File: src/rtl/grid_led_shift_tx_pkg.sv
// Shared definitions for the grid LED shift-register transmitter.
package grid_led_shift_tx_pkg;
  localparam int DEF_DATA_W       = 9;
  localparam int DEF_HALF_DIV     = 2;
  // Board bit order, shared with datapath and the VGA path: bit 0 = top-left, row-major.
  localparam int BIT_TOP_LEFT     = 0;
  localparam int BIT_BOTTOM_RIGHT = DEF_DATA_W - 1;

  typedef enum logic [1:0] {S_IDLE, S_SHIFT, S_LATCH, S_DONE} state_e;
endpackage

File: src/rtl/grid_led_shift_tx_if.sv
// Request/handshake and GPIO serial lines of the LED transmitter.
interface grid_led_shift_tx_if
  import grid_led_shift_tx_pkg::*;
#(parameter int DATA_W = DEF_DATA_W);
  logic              send;
  logic [DATA_W-1:0] board_in;
  logic              ready;
  logic              done;
  logic              ser_data;
  logic              ser_clk;
  logic              ser_latch;

  modport master (output send, board_in,
                  input  ready, done, ser_data, ser_clk, ser_latch);
  modport slave  (input  send, board_in,
                  output ready, done, ser_data, ser_clk, ser_latch);
endinterface

File: src/rtl/grid_led_shift_tx_bit_timer.sv
// Half-period divider and bit counter pacing the shift and latch phases.
module grid_led_shift_tx_bit_timer
  import grid_led_shift_tx_pkg::*;
#(
  parameter int DATA_W   = DEF_DATA_W,
  parameter int HALF_DIV = DEF_HALF_DIV
) (
  input  logic clk,
  input  logic rst,
  input  logic shift_en,
  input  logic latch_en,
  input  logic bit_adv,
  output logic half_tick,
  output logic last_bit
);
  localparam int DIV_W = $clog2(HALF_DIV) + 1;
  localparam int BIT_W = $clog2(DATA_W) + 1;
  localparam logic [DIV_W-1:0] DIV_MAX = DIV_W'(HALF_DIV - 1);
  localparam logic [BIT_W-1:0] BIT_MAX = BIT_W'(DATA_W - 1);

  logic [DIV_W-1:0] div_cnt_q, div_cnt_d;
  logic [BIT_W-1:0] bit_cnt_q, bit_cnt_d;

  always_comb begin
    half_tick = (shift_en || latch_en) && (div_cnt_q == DIV_MAX);
    last_bit  = (bit_cnt_q == BIT_MAX);
    div_cnt_d = '0;
    if (shift_en || latch_en) div_cnt_d = half_tick ? '0 : div_cnt_q + 1'b1;
    // Bit index only lives while shifting, so every frame starts from bit 0.
    bit_cnt_d = '0;
    if (shift_en) bit_cnt_d = bit_adv ? bit_cnt_q + 1'b1 : bit_cnt_q;
  end

  always_ff @(posedge clk) begin
    if (rst) begin
      div_cnt_q <= '0;
      bit_cnt_q <= '0;
    end else begin
      div_cnt_q <= div_cnt_d;
      bit_cnt_q <= bit_cnt_d;
    end
  end
endmodule

File: src/rtl/grid_led_shift_tx.sv
// Sends the 9-bit board pattern MSB first to the LED shift register, then pulses the latch.
module grid_led_shift_tx
  import grid_led_shift_tx_pkg::*;
#(
  parameter int DATA_W   = DEF_DATA_W,
  parameter int HALF_DIV = DEF_HALF_DIV
) (
  input  logic                CLOCK_50,
  input  logic                reset,
  grid_led_shift_tx_if.slave  bus
);
  state_e            state_q, state_d;
  logic [DATA_W-1:0] shift_q, shift_d;
  logic              ser_clk_q, ser_clk_d;
  logic              ser_latch_q, ser_latch_d;
  logic              ready_q, ready_d;
  logic              done_q, done_d;
  logic              half_tick, last_bit, bit_adv;

  grid_led_shift_tx_bit_timer #(.DATA_W(DATA_W), .HALF_DIV(HALF_DIV)) u_timer (
    .clk       (CLOCK_50),
    .rst       (reset),
    .shift_en  (state_q == S_SHIFT),
    .latch_en  (state_q == S_LATCH),
    .bit_adv   (bit_adv),
    .half_tick (half_tick),
    .last_bit  (last_bit)
  );

  always_comb begin
    state_d     = state_q;
    shift_d     = shift_q;
    ser_clk_d   = ser_clk_q;
    ser_latch_d = ser_latch_q;
    ready_d     = ready_q;
    done_d      = 1'b0;
    bit_adv     = 1'b0;
    unique case (state_q)
      S_IDLE, S_DONE: begin
        state_d     = S_IDLE;
        ready_d     = 1'b1;
        ser_clk_d   = 1'b0;
        ser_latch_d = 1'b0;
        if (bus.send) begin
          state_d = S_SHIFT;
          shift_d = bus.board_in;
          ready_d = 1'b0;
        end
      end
      S_SHIFT: if (half_tick) begin
        if (!ser_clk_q) begin
          ser_clk_d = 1'b1;
        end else begin
          // Shifting in zeros means ser_data falls to 0 once the last bit leaves.
          shift_d   = {shift_q[DATA_W-2:0], 1'b0};
          ser_clk_d = 1'b0;
          if (last_bit) begin
            state_d     = S_LATCH;
            ser_latch_d = 1'b1;
          end else begin
            bit_adv = 1'b1;
          end
        end
      end
      S_LATCH: if (half_tick) begin
        state_d     = S_DONE;
        ser_latch_d = 1'b0;
        done_d      = 1'b1;
        ready_d     = 1'b1;
      end
      default: state_d = S_IDLE;
    endcase
  end

  always_ff @(posedge CLOCK_50) begin
    if (reset) begin
      state_q     <= S_IDLE;
      shift_q     <= '0;
      ser_clk_q   <= 1'b0;
      ser_latch_q <= 1'b0;
      ready_q     <= 1'b1;
      done_q      <= 1'b0;
    end else begin
      state_q     <= state_d;
      shift_q     <= shift_d;
      ser_clk_q   <= ser_clk_d;
      ser_latch_q <= ser_latch_d;
      ready_q     <= ready_d;
      done_q      <= done_d;
    end
  end

  assign bus.ready     = ready_q;
  assign bus.done      = done_q;
  assign bus.ser_data  = shift_q[DATA_W-1];
  assign bus.ser_clk   = ser_clk_q;
  assign bus.ser_latch = ser_latch_q;
endmodule

File: src/flat_wrapper.sv
// flat-port wrapper written by rule: the top's interface ports become plain ports
module grid_led_shift_tx_flat import grid_led_shift_tx_pkg::*;
#(
  parameter int DATA_W   = DEF_DATA_W,
  parameter int HALF_DIV = DEF_HALF_DIV
)
  (CLOCK_50, reset, bus_send, bus_board_in, bus_ready, bus_done, bus_ser_data, bus_ser_clk, bus_ser_latch);
  grid_led_shift_tx_if #(.DATA_W(DATA_W)) bus_i ();
  input  logic CLOCK_50;
  input  logic reset;
  input wire logic [$bits(bus_i.send)-1:0] bus_send;
  input wire logic [$bits(bus_i.board_in)-1:0] bus_board_in;
  output wire logic [$bits(bus_i.ready)-1:0] bus_ready;
  output wire logic [$bits(bus_i.done)-1:0] bus_done;
  output wire logic [$bits(bus_i.ser_data)-1:0] bus_ser_data;
  output wire logic [$bits(bus_i.ser_clk)-1:0] bus_ser_clk;
  output wire logic [$bits(bus_i.ser_latch)-1:0] bus_ser_latch;
  assign bus_i.send = bus_send;
  assign bus_i.board_in = bus_board_in;
  assign bus_ready = bus_i.ready;
  assign bus_done = bus_i.done;
  assign bus_ser_data = bus_i.ser_data;
  assign bus_ser_clk = bus_i.ser_clk;
  assign bus_ser_latch = bus_i.ser_latch;
  grid_led_shift_tx #(.DATA_W(DATA_W), .HALF_DIV(HALF_DIV)) u_core (.CLOCK_50(CLOCK_50), .reset(reset), .bus(bus_i));
endmodule
File: config.mk
export PLATFORM = sky130hd
export DESIGN_NAME = grid_led_shift_tx_flat
export DESIGN_NICKNAME = d
export VERILOG_FILES = /design/src/rtl/grid_led_shift_tx_pkg.sv /design/src/rtl/grid_led_shift_tx_if.sv /design/src/rtl/grid_led_shift_tx_bit_timer.sv /design/src/rtl/grid_led_shift_tx.sv /design/src/flat_wrapper.sv
export SDC_FILE = /design/constraint.sdc
export NUM_CORES = 1
export LEC_CHECK = 0
export BUFFER_PORTS_ARGS = -buffer_cell sky130_fd_sc_hd__buf_2
export CORE_MARGIN = 2
export CORE_UTILIZATION = 49
export CTS_CLUSTER_DIAMETER = 150
export DETAILED_ROUTE_END_ITERATION = 6
export PLACE_DENSITY = 0.73
export RECOVER_POWER = 100
export SYNTH_ARGS = -nofsm -noshare
export SYNTH_HDL_FRONTEND = slang
export SYNTH_SLANG_ARGS = --single-unit
File: constraint.sdc
create_clock -name CLOCK_50 -period 1.6 [get_ports CLOCK_50]
set_input_delay 0 -clock CLOCK_50 [delete_from_list [all_inputs] [get_ports CLOCK_50]]
set_output_delay 0 -clock CLOCK_50 [all_outputs]
set_load 0.02 [all_outputs]
==> results.py, run 1 <==
metrics = {
    "timing": {
        "post-route-period-util": 0.9732,
        "tightest_slew_ps": 375.2,
        "relSlewSlack": 0.7495,
        "slew_violations": 0,
        "grt_setup_unrepaired": "true",
        "setup_ws_ps": 42.89,
        "holdWs_ps": 17.31,
        "setup_viol": 0,
        "fin_crit_ps": 1557,
        "max_freq_ghz": 0.6422,
        "hold_violations": 0,
        "skew_ps": 5.148,
    },
    "min_path": {
        "hp-start": "bus_board_in[8]",
        "whs_path_depth": 3,
        "hp-class": "input port to flip-flop",
        "min_to": "u_core.shift_q[8]$_SDFFE_PP0P_",
    },
    "clock_network": {
        "clkLatencyLatePin_ps": 310,
        "cts-root-buf": "clkbuf_4",
        "cts_tree": "yes",
        "clock-sinks": 22,
        "cts.htree.levels": 1,
        "cts_buffers": 3,
        "clkTransAtPathRegs_ps": 120,
        "cts.path.max_buffers": 2,
    },
    "power_and_ir_drop": {
        "p_leak_nw": 0.5209,
        "power.internal_mw": 1.263,
        "powerDensity_nw_per_um2": 1504,
        "p_comb_frac": 0.459,
        "p_sw_mw": 0.7229,
        "power_frac_seq": 0.387,
        "p_sw_frac": 0.3640,
        "clkPwrFrac": 0.154,
        "ir_worst_vdd_mv": 0.9366,
    },
    "layout": {
        "n_antenna_cell": 0,
        "fin_nets": 159,
        "area_growth_pct": 19.07,
        "final_cell_area_um2": 1320,
        "drive_gt1_frac": 0.2482,
        "post-route-util": 0.6084,
    },
    "critical_path": {
        "cp_data_required_time_ps": 1800,
        "regToRegEndpoint": "u_core.state_q[0]$_SDFFE_PP0P_",
        "path_cells": "inv_2, ha_4, and2b_2, a32oi_2, mux2_2",
        "arrival_ps": 1760,
        "startpoint_type": "flip-flop",
        "reg2reg_depth": 5,
        "timing.rr.start": "u_core.state_q[0]$_SDFFE_PP0P_",
        "endpoint_kind": "flip-flop",
        "regToRegSetupSlack_ps": 40,
        "worstSetupPathType": "flip-flop to flip-flop",
        "critPathMaxFanout": 6,
        "cpPeakStageDelay_ps": 360,
        "slowest_stage": "dfxtp_2",
    },
    "routing": {
        "route.met3.wl_um": 63,
        "postRouteAntennaNets": 0,
        "post_drt_via_cell_ratio": 5.734,
        "drc": 0,
        "vias": 969,
        "totalWireLength_mm": 2.252,
        "wl_met1_mm": 1.003,
        "drtPass1Iterations": 4,
        "drt_iter0_markers": 12,
        "wl_met2_mm": 1.156,
        "wl_per_cell_um": 13.33,
        "route.top_layer_used": "met4",
    },
    "logic_synthesis": {
        "synth.distinct_cells": 33,
        "synth_top_area_share": 0.3973,
        "synth_area_leaders": "dfxtp_1 (40%), mux2i_1 (8.1%), ha_1 (5.6%)",
        "synthCells": 119,
        "syn_area_um2": 1109,
        "syn-num-nets": 136,
        "synth_top_area_cell": "dfxtp_1",
        "synth_warnings": 0,
        "avgSynthCellArea_um2": 9.316,
        "synth-seq-cells": 22,
        "ys_seq_area_frac": 0.3973,
    },
    "place": {
        "dpl-instance-area_um2": 1255,
        "pre_cts_ws_ps": 40.61,
        "port_buffers": 16,
        "gp_congestion": 0.7463,
        "dp_hpwl_mm": 1.647,
    },
    "floorplanning": {
        "die_w_um": 51.57,
        "ios": 17,
        "fp.dieArea_um2": 2659,
        "num_rows": 17,
        "start_util": 0.5110,
        "die_y_um": 51.57,
        "core_um2": 2170,
    },
    "run_status": {
        "status": "finished, final reports clean",
    },
    "global_routing": {
        "grt_antenna_before_repair": 0,
        "grt_max_degree": 20,
        "grt_pass1_wl_mm": 3.788,
        "grt_overflow": 0,
        "track_usage": 0.1878,
        "grt_pass1_vias": 906,
    },
    "flow_run": {
        "cap_violations": 0,
    },
}
[Yosys cell counts]
library cell  count
nand2b_1          2
and4b_1           1
nor3_1            9
dfxtp_1          22
buf_2             5
nand3_1           6
and2b_1           1
a31oi_1           1
and2_1            1
a211oi_1          8
o31ai_1           1
buf_6             1
and4bb_2          1
mux2i_1           9
o21ai_0           6
nor2_1            2
ha_1              5
nand3b_1          2
or4_1             2
or3_1             1
nand4b_4          1
inv_1             8
o311ai_0          1
a21oi_1           9
nand4bb_1         1
a32oi_1           1
and3b_1           3
mux2_2            1
clkbuf_1          2
nand2_1           2
a221oi_1          1
nor4_1            2
nor2b_1           1
[cell type report]
cell class	count	area, um^2
clock buffers	4	36.28
fillers	201	849.6
inverters	8	30.03
multi-input cells	81	620.6
flip-flops and latches	22	442.9
well taps	28	35.03
repair buffers	26	155.1
[flip-flops by register name, indices dropped and copies added, names as in the netlist]
signal                    count
u_core.shift_q                9
u_core.u_timer.bit_cnt_q      5
u_core.state_q                2
u_core.u_timer.div_cnt_q      2
u_core.bus.done               1
u_core.bus.ready              1
u_core.bus.ser_clk            1
u_core.bus.ser_latch          1
[power by group through the flow]
stage / combinational (mW) / clock [mW] / sequential (mW)
global placement: 0.857 / 0 / 0.764
finish: 0.911 / 0.305 / 0.769
CTS: 0.895 / 0.320 / 0.764
detailed placement: 0.889 / 0 / 0.775
global route: 1.01 / 0.337 / 0.785
floorplan: 0.664 / 0 / 0.787
[stage by stage]
stage	instances	total power [mW]	setup TNS, ps
after global routing	169	2.133	-8.821
after global placement	163	1.620	0
after detailed placement	163	1.665	0
after floorplan	119	1.451	0
after CTS	169	1.979	0
final	169	1.986	0
[worst max-delay path: cells and delay by family, from the launching register on]
kind,cells,cell delay [ps]
fa+ha+maj,1,280
mux,1,350
buf+inv,1,50
flops,1,360
simple gates,1,230
compound gates,1,180
[worst max-delay path by stage]
stage / from / end / cells past startpoint
finish: u_core.state_q[0]$_SDFFE_PP0P_ / u_core.state_q[0]$_SDFFE_PP0P_ / 5
global route: u_core.state_q[0]$_SDFFE_PP0P_ / u_core.u_timer.bit_cnt_q[4]$_SDFFE_PP0P_ / 5
CTS: u_core.state_q[1]$_SDFFE_PP0P_ / u_core.u_timer.bit_cnt_q[4]$_SDFFE_PP0P_ / 5
detailed placement: u_core.state_q[1]$_SDFFE_PP0P_ / u_core.u_timer.bit_cnt_q[4]$_SDFFE_PP0P_ / 5
global placement: u_core.state_q[0]$_SDFFE_PP0P_ / u_core.state_q[0]$_SDFFE_PP0P_ / 5
floorplan: u_core.state_q[0]$_SDFFE_PP0P_ / u_core.state_q[0]$_SDFFE_PP0P_ / 6
[placed cells by master, fill, tap and decap left out, drive strengths merged]
| cell | count |
|---|---|
| a211oi | 8 |
| a21oi | 9 |
| a221oi | 1 |
| a31oi | 1 |
| a32oi | 1 |
| and2 | 1 |
| and2b | 1 |
| and3b | 3 |
| and4b | 1 |
| and4bb | 1 |
| buf | 20 |
| clkbuf | 8 |
| dfxtp | 22 |
| dlygate4sd3 | 2 |
| ha | 5 |
| inv | 8 |
| mux2 | 1 |
| mux2i | 9 |
| nand2 | 2 |
| nand2b | 2 |
| nand3 | 6 |
| nand3b | 2 |
| nand4b | 1 |
| nand4bb | 1 |
| nor2 | 2 |
| nor2b | 1 |
| nor3 | 9 |
| nor4 | 2 |
| o21ai | 6 |
| o311ai | 1 |
| o31ai | 1 |
| or3 | 1 |
| or4 | 2 |
[kinds of logic (layout without fill, tap and decap cells)]
logic type / Yosys count / count (layout) / share of synthesized area
simple gates: 38 / 38 / 0.2303
compound gates: 28 / 28 / 0.1580
flops: 22 / 22 / 0.3973
buf+inv: 16 / 38 / 0.06659
mux: 10 / 10 / 0.09142
fa+ha+maj: 5 / 5 / 0.05643
[routing by layer]
layer | vias up | GRT usage
met5 | - | 0
met3 | 4 | 0.03448
met4 | 0 | 0.09649
met2 | 19 | 0.3205
li1 | 483 | -
met1 | 463 | 0.2240
[timing repair]
item	CTS	global route
setup buffers	0	0
hold buffers	2	0
resized for setup	0	4
setup endpoints to repair	0	13
endpoints found under the hold margin	2	0
Power figures use the tool's default switching activity.
==> inputs of run 2 (changes only) <==
- CORE_MARGIN: 2 -> unset
- CORE_UTILIZATION: 49 -> 51
- clock period: 1.6 -> 1.5 ns (I/O delays scaled with it)
==> run 2 against run 1 <==
The flow now finishes with violations (setup timing). Clock-buffer cell count is 1 lower. Highest routed layer unchanged. Power rose by 7.9%. First-iteration DRC count grew 83%. Clock power fell by 14%. Fmax is 0.14% higher.
==> results.py, run 2 (synthesis results as in run 1) <==
metrics = {
    "timing": {
        "tightest_slew_ps": 348.7,
        "setup_tns_ps": -85.63,
        "relSlewSlack": 0.7675,
        "post-route-period-util": 1.037,
        "slew_violations": 0,
        "setup_viol": 3,
        "grt_setup_unrepaired": "true",
        "setup_ws_ps": -54.89,
        "skew_ps": 12.66,
        "hold_violations": 0,
        "max_freq_ghz": 0.6431,
        "fin_crit_ps": 1555,
    },
    "critical_path": {
        "path_cells": "inv_2, ha_4, and2b_2, a32oi_2, mux2_4",
        "timing.rr.start": "u_core.state_q[0]$_SDFFE_PP0P_",
        "critPathMaxFanout": 5,
        "startpoint_type": "flip-flop",
        "worstSetupPathType": "flip-flop to flip-flop",
        "arrival_ps": 1760,
        "endpoint_kind": "flip-flop",
        "cp_data_required_time_ps": 1710,
        "crit_buf_inv": 1,
        "reg2reg_depth": 5,
        "cp.depth": 5,
        "path_delay_family": "flip-flops",
        "regToRegEndpoint": "u_core.state_q[0]$_SDFFE_PP0P_",
        "slowest_stage": "dfxtp_2",
        "cpPeakStageDelay_ps": 360,
        "regToRegSetupSlack_ps": -50,
    },
    "routing": {
        "drtPass1Iterations": 4,
        "wl_per_cell_um": 14.19,
        "post_drt_via_cell_ratio": 5.879,
        "postRouteAntennaNets": 0,
        "totalWireLength_mm": 2.455,
        "drc": 0,
        "drt_iter0_markers": 22,
        "vias": 1017,
    },
    "clock_network": {
        "cts-root-buf": "clkbuf_4",
        "clkLatencyLatePin_ps": 310,
        "clkTransAtPathRegs_ps": 120,
        "clock-sinks": 22,
        "cts_tree": "yes",
        "cts_buffers": 3,
        "cts.path.max_buffers": 2,
        "cts.htree.levels": 1,
    },
    "run_status": {
        "violations": "setup timing",
        "status": "complete, but fails checks",
    },
    "floorplanning": {
        "die_w_um": 48.62,
        "die_y_um": 48.62,
        "num_rows": 16,
        "ios": 17,
        "start_util": 0.5537,
        "fp.dieArea_um2": 2364,
        "core_um2": 2002,
    },
    "global_routing": {
        "grt_pass1_vias": 926,
        "grt_overflow": 0,
        "grt_pass1_wl_mm": 3.953,
        "grt_max_degree": 20,
        "grt_antenna_before_repair": 0,
        "track_usage": 0.2165,
    },
    "power_and_ir_drop": {
        "p_sw_frac": 0.3749,
        "ir_worst_vdd_mv": 1.148,
        "p_comb_frac": 0.494,
        "p_leak_nw": 0.5503,
        "p_sw_mw": 0.8033,
        "power.internal_mw": 1.339,
        "power_frac_seq": 0.384,
        "clkPwrFrac": 0.122,
        "powerDensity_nw_per_um2": 1548,
    },
    "layout": {
        "final_cell_mix": "dfxtp_1 (18), buf_4 (13), buf_2 (11)",
        "n_antenna_cell": 0,
        "multiInputGateArea_um2": 649.4,
        "final_common_cell": "dfxtp_1",
        "fin_nets": 165,
        "largest_reg_flops": 9,
        "area_growth_pct": 24.83,
        "layout.area.seq_um2": 445.4,
        "top_regs": "u_core.shift_q: 9 flops, u_core.u_timer.bit_cnt_q: 5 flops",
        "drive_gt1_frac": 0.3356,
        "top_register": "u_core.shift_q",
        "fill_cells": 173,
    },
    "place": {
        "gp_congestion": 0.7679,
        "dp_hpwl_mm": 1.678,
        "pre_cts_ws_ps": -71.79,
        "port_buffers": 16,
    },
    "min_path": {
        "hp-start": "bus_board_in[2]",
        "hp-class": "input port to flip-flop",
        "min_to": "u_core.shift_q[2]$_SDFFE_PP0P_",
        "whs_path_depth": 3,
    },
    "flow_run": {
        "cap_violations": 0,
    },
}
==> run 2: cell types whose count changed in the layout (fill, tap and decap cells not counted), sizes merged <==
cell | before | now
buf | 20 | 25
==> run 2: worst max-delay path by stage <==
stage                     slack, ps                                   start                                       end
final                           -50          u_core.state_q[0]$_SDFFE_PP0P_            u_core.state_q[0]$_SDFFE_PP0P_
after global routing            -80  u_core.u_timer.div_cnt_q[0]$_SDFF_PP0_  u_core.u_timer.bit_cnt_q[4]$_SDFFE_PP0P_
after CTS                       -40          u_core.state_q[0]$_SDFFE_PP0P_            u_core.state_q[0]$_SDFFE_PP0P_
after detailed placement        -70          u_core.state_q[0]$_SDFFE_PP0P_            u_core.state_q[0]$_SDFFE_PP0P_
after global placement          -50          u_core.state_q[0]$_SDFFE_PP0P_            u_core.state_q[0]$_SDFFE_PP0P_
after floorplan                 -90          u_core.state_q[0]$_SDFFE_PP0P_            u_core.state_q[0]$_SDFFE_PP0P_
==> run 2: final cells by class <==
type / instances / area share
multi-input cells: 81 / 0.4693
flip-flops and latches: 22 / 0.3219
repair buffers: 32 / 0.1465
well taps: 27 / 0.02441
inverters: 8 / 0.02170
clock buffers: 3 / 0.01627
==> run 2: metrics by stage <==
step	hold slack [ps]	power, mW	area, um^2	util	instances
2_1_floorplan	160.6	1.548	1124	-	119
3_3_place_gp	292.5	1.763	1291	0.6450	167
3_5_place_dp	283.0	1.800	1291	0.6450	167
4_1_cts	18.03	2.098	1351	0.6750	172
5_1_grt	38.98	2.264	1384	0.6913	173
6_report	41.06	2.142	1384	0.6913	173
==> run 2: metal layers <==
metal / track usage / wire [um]
met1: 0.2706 / 1107
met2: 0.3657 / 1221
met3: 0.03774 / 95
met4: 0.08824 / 30
met5: 0 / 0
==> run 2: worst register-to-register path: cells and delay by family (launching register included) <==
kind / cells / cell delay (ps)
flops: 1 / 360
simple gates: 1 / 240
buf+inv: 1 / 50
fa+ha+maj: 1 / 290
compound gates: 1 / 210
mux: 1 / 320
==> run 2: power by group through the flow <==
stage | logic, mW | clock network, mW | registers (mW)
3_5_place_dp | 0.972 | 0 | 0.828
5_1_grt | 1.13 | 0.299 | 0.835
4_1_cts | 1.01 | 0.270 | 0.818
2_1_floorplan | 0.708 | 0 | 0.839
6_report | 1.06 | 0.262 | 0.823
3_3_place_gp | 0.944 | 0 | 0.820
==> run 2: timing repair <==
action / CTS / global route
hold buffers: 1 / 1
setup endpoints to repair: 11 / 17
hold endpoints to repair: 1 / 1
pin swaps: 1 / 6
buffers inserted: 1 / 0
resized for setup: 6 / 11
==> inputs of run 3 (changes only) <==
- CORE_UTILIZATION: 51 -> 37
- PLACE_DENSITY: 0.73 -> unset
==> run 3 against run 2 <==
The run ends with DRC, setup timing left. Flip-flop and latch count unchanged. Clock-buffer cell count grew 1. Die area grew 36%. Routed wire length fell by 4.3%. Cell area is 0.45% higher. First-iteration DRC count is 36% lower. Clock skew shrank 7.5 ps. Non-clock buffer count is 1 higher. Combinational power is 4% lower. Critical endpoint unchanged. Largest power group unchanged.
==> results.py, run 3 (synthesis results as in run 1) <==
metrics = {
    "run_status": {
        "status": "complete, but fails checks",
        "violations": "DRC, setup timing",
    },
    "timing": {
        "tightest_slew_ps": 342.2,
        "post-route-period-util": 1.023,
        "setup_ws_ps": -33.80,
        "max_freq_ghz": 0.6520,
        "slew_violations": 0,
        "grt_setup_unrepaired": "true",
        "setup_tns_ps": -58.84,
        "relSlewSlack": 0.7719,
        "skew_ps": 5.170,
        "fin_crit_ps": 1534,
        "hold_violations": 0,
        "setup_viol": 3,
        "holdWs_ps": 9.161,
    },
    "floorplanning": {
        "core_um2": 2805,
        "num_rows": 19,
        "fp.dieArea_um2": 3219,
        "die_y_um": 56.74,
        "die_w_um": 56.74,
        "start_util": 0.3952,
        "ios": 17,
    },
    "global_routing": {
        "grt_max_degree": 20,
        "grt_antenna_before_repair": 0,
        "track_usage": 0.1609,
        "grt_pass1_vias": 923,
        "grt_pass1_wl_mm": 4.077,
        "grt_overflow": 0,
    },
    "place": {
        "pre_cts_ws_ps": -33.89,
        "port_buffers": 16,
        "dp_hpwl_mm": 1.682,
        "gp_congestion": 0.8283,
    },
    "flow_run": {
        "cap_violations": 0,
    },
    "routing": {
        "totalWireLength_mm": 2.349,
        "vias": 974,
        "post_drt_via_cell_ratio": 5.441,
        "postRouteAntennaNets": 0,
        "drc": 2,
        "wl_per_cell_um": 13.12,
        "drtPass1Iterations": 6,
        "drt_iter0_markers": 14,
    },
    "layout": {
        "largest_reg_flops": 9,
        "n_antenna_cell": 0,
        "post-route-util": 0.4955,
        "final_common_cell": "dfxtp_1",
        "top_register": "u_core.shift_q",
        "top_regs": "u_core.shift_q: 9 flops, u_core.u_timer.bit_cnt_q: 5 flops",
        "final_cell_mix": "dfxtp_1 (18), buf_4 (13), buf_2 (12)",
        "fin_nets": 166,
        "area_growth_pct": 25.39,
        "drive_gt1_frac": 0.3243,
        "fill_cells": 273,
    },
    "critical_path": {
        "path_cells": "inv_2, ha_4, and2b_2, a32oi_1, mux2_2",
        "critPathMaxFanout": 5,
        "worstSetupPathType": "flip-flop to flip-flop",
        "startpoint_type": "flip-flop",
        "cp_data_required_time_ps": 1710,
        "cpPeakStageDelay_ps": 370,
        "slowest_stage": "dfxtp_2",
        "arrival_ps": 1750,
        "endpoint_kind": "flip-flop",
    },
    "clock_network": {
        "cts.path.max_buffers": 2,
        "cts_buffers": 3,
        "cts.htree.levels": 1,
        "clock-sinks": 22,
        "cts_tree": "yes",
        "clkTransAtPathRegs_ps": 130,
        "cts-root-buf": "clkbuf_4",
        "clkLatencyLatePin_ps": 310,
    },
    "power_and_ir_drop": {
        "total_power_mw": 2.170,
        "p_leak_nw": 0.5550,
        "ir_worst_vdd_mv": 0.9393,
        "powerDensity_nw_per_um2": 1561,
    },
    "min_path": {
        "hp-class": "input port to flip-flop",
    },
}
==> run 3: path summary, 6_finish.rpt <==
check | endpoint | slack (ps) | start | cells past startpoint
hold reg to reg | u_core.u_timer.div_cnt_q[0]$_SDFF_PP0_ | 480 | u_core.u_timer.div_cnt_q[0]$_SDFF_PP0_ | 1
setup reg to reg | u_core.state_q[0]$_SDFFE_PP0P_ | -30 | u_core.state_q[0]$_SDFFE_PP0P_ | 5
setup / recovery | u_core.state_q[0]$_SDFFE_PP0P_ | -30 | u_core.state_q[0]$_SDFFE_PP0P_ | 5
hold / removal | u_core.shift_q[4]$_SDFFE_PP0P_ | 9 | bus_board_in[4] | 3
==> run 3: routing by layer <==
metal	global-route usage	part of all wire	vias to the layer above
li1	-	-	505
met1	0.2028	0.50	457
met2	0.2772	0.47	10
met3	0.04839	0.026	2
met4	0.02091	0.0034	0
met5	0	0	-
==> run 3: what timing repair did <==
action	in CTS	in global routing
resized for setup	6	8
endpoints found under the setup margin	11	18
pin swaps	3	9
hold buffers	1	1
hold endpoints to repair	1	1
cloned	0	1
setup buffers	2	0
==> run 3: critical path, delay by kind of cell, from the launching register on <==
family / cells / cell delay, ps
AND/OR/NAND/NOR: 1 / 220
AO/OA/AOI/OAI: 1 / 170
multiplexers: 1 / 350
flip-flops: 1 / 370
buffers and inverters: 1 / 50
adder cells (fa/ha/maj): 1 / 280
==> run 3: stage by stage <==
| stage | instance area, um^2 | std cells |
|---|---|---|
| 2_1_floorplan | 1124 | 119 |
| 3_3_place_gp | 1289 | 170 |
| 3_5_place_dp | 1289 | 170 |
| 4_1_cts | 1363 | 177 |
| 5_1_grt | 1390 | 179 |
| 6_report | 1390 | 179 |
==> run 3: report_power, final <==
part / total (mW) / switching (mW) / internal [mW] / leakage [nW]
clock network: 0.333 / 0.184 / 0.148 / 0.0210
registers: 0.817 / 0.0837 / 0.733 / 0.182
logic: 1.02 / 0.528 / 0.493 / 0.352
total: 2.17 / 0.796 / 1.37 / 0.555
==> run 3: final cells by class <==
class                      instances  area (um^2)  area share
inverter                           8        30.03     0.02160
multi-input combinational         81        631.9      0.4545
sequential                        22        445.4      0.3204
clock buffer                       4        36.28     0.02610
timing repair buffer              33        207.7      0.1494
tap                               31        38.79     0.02790
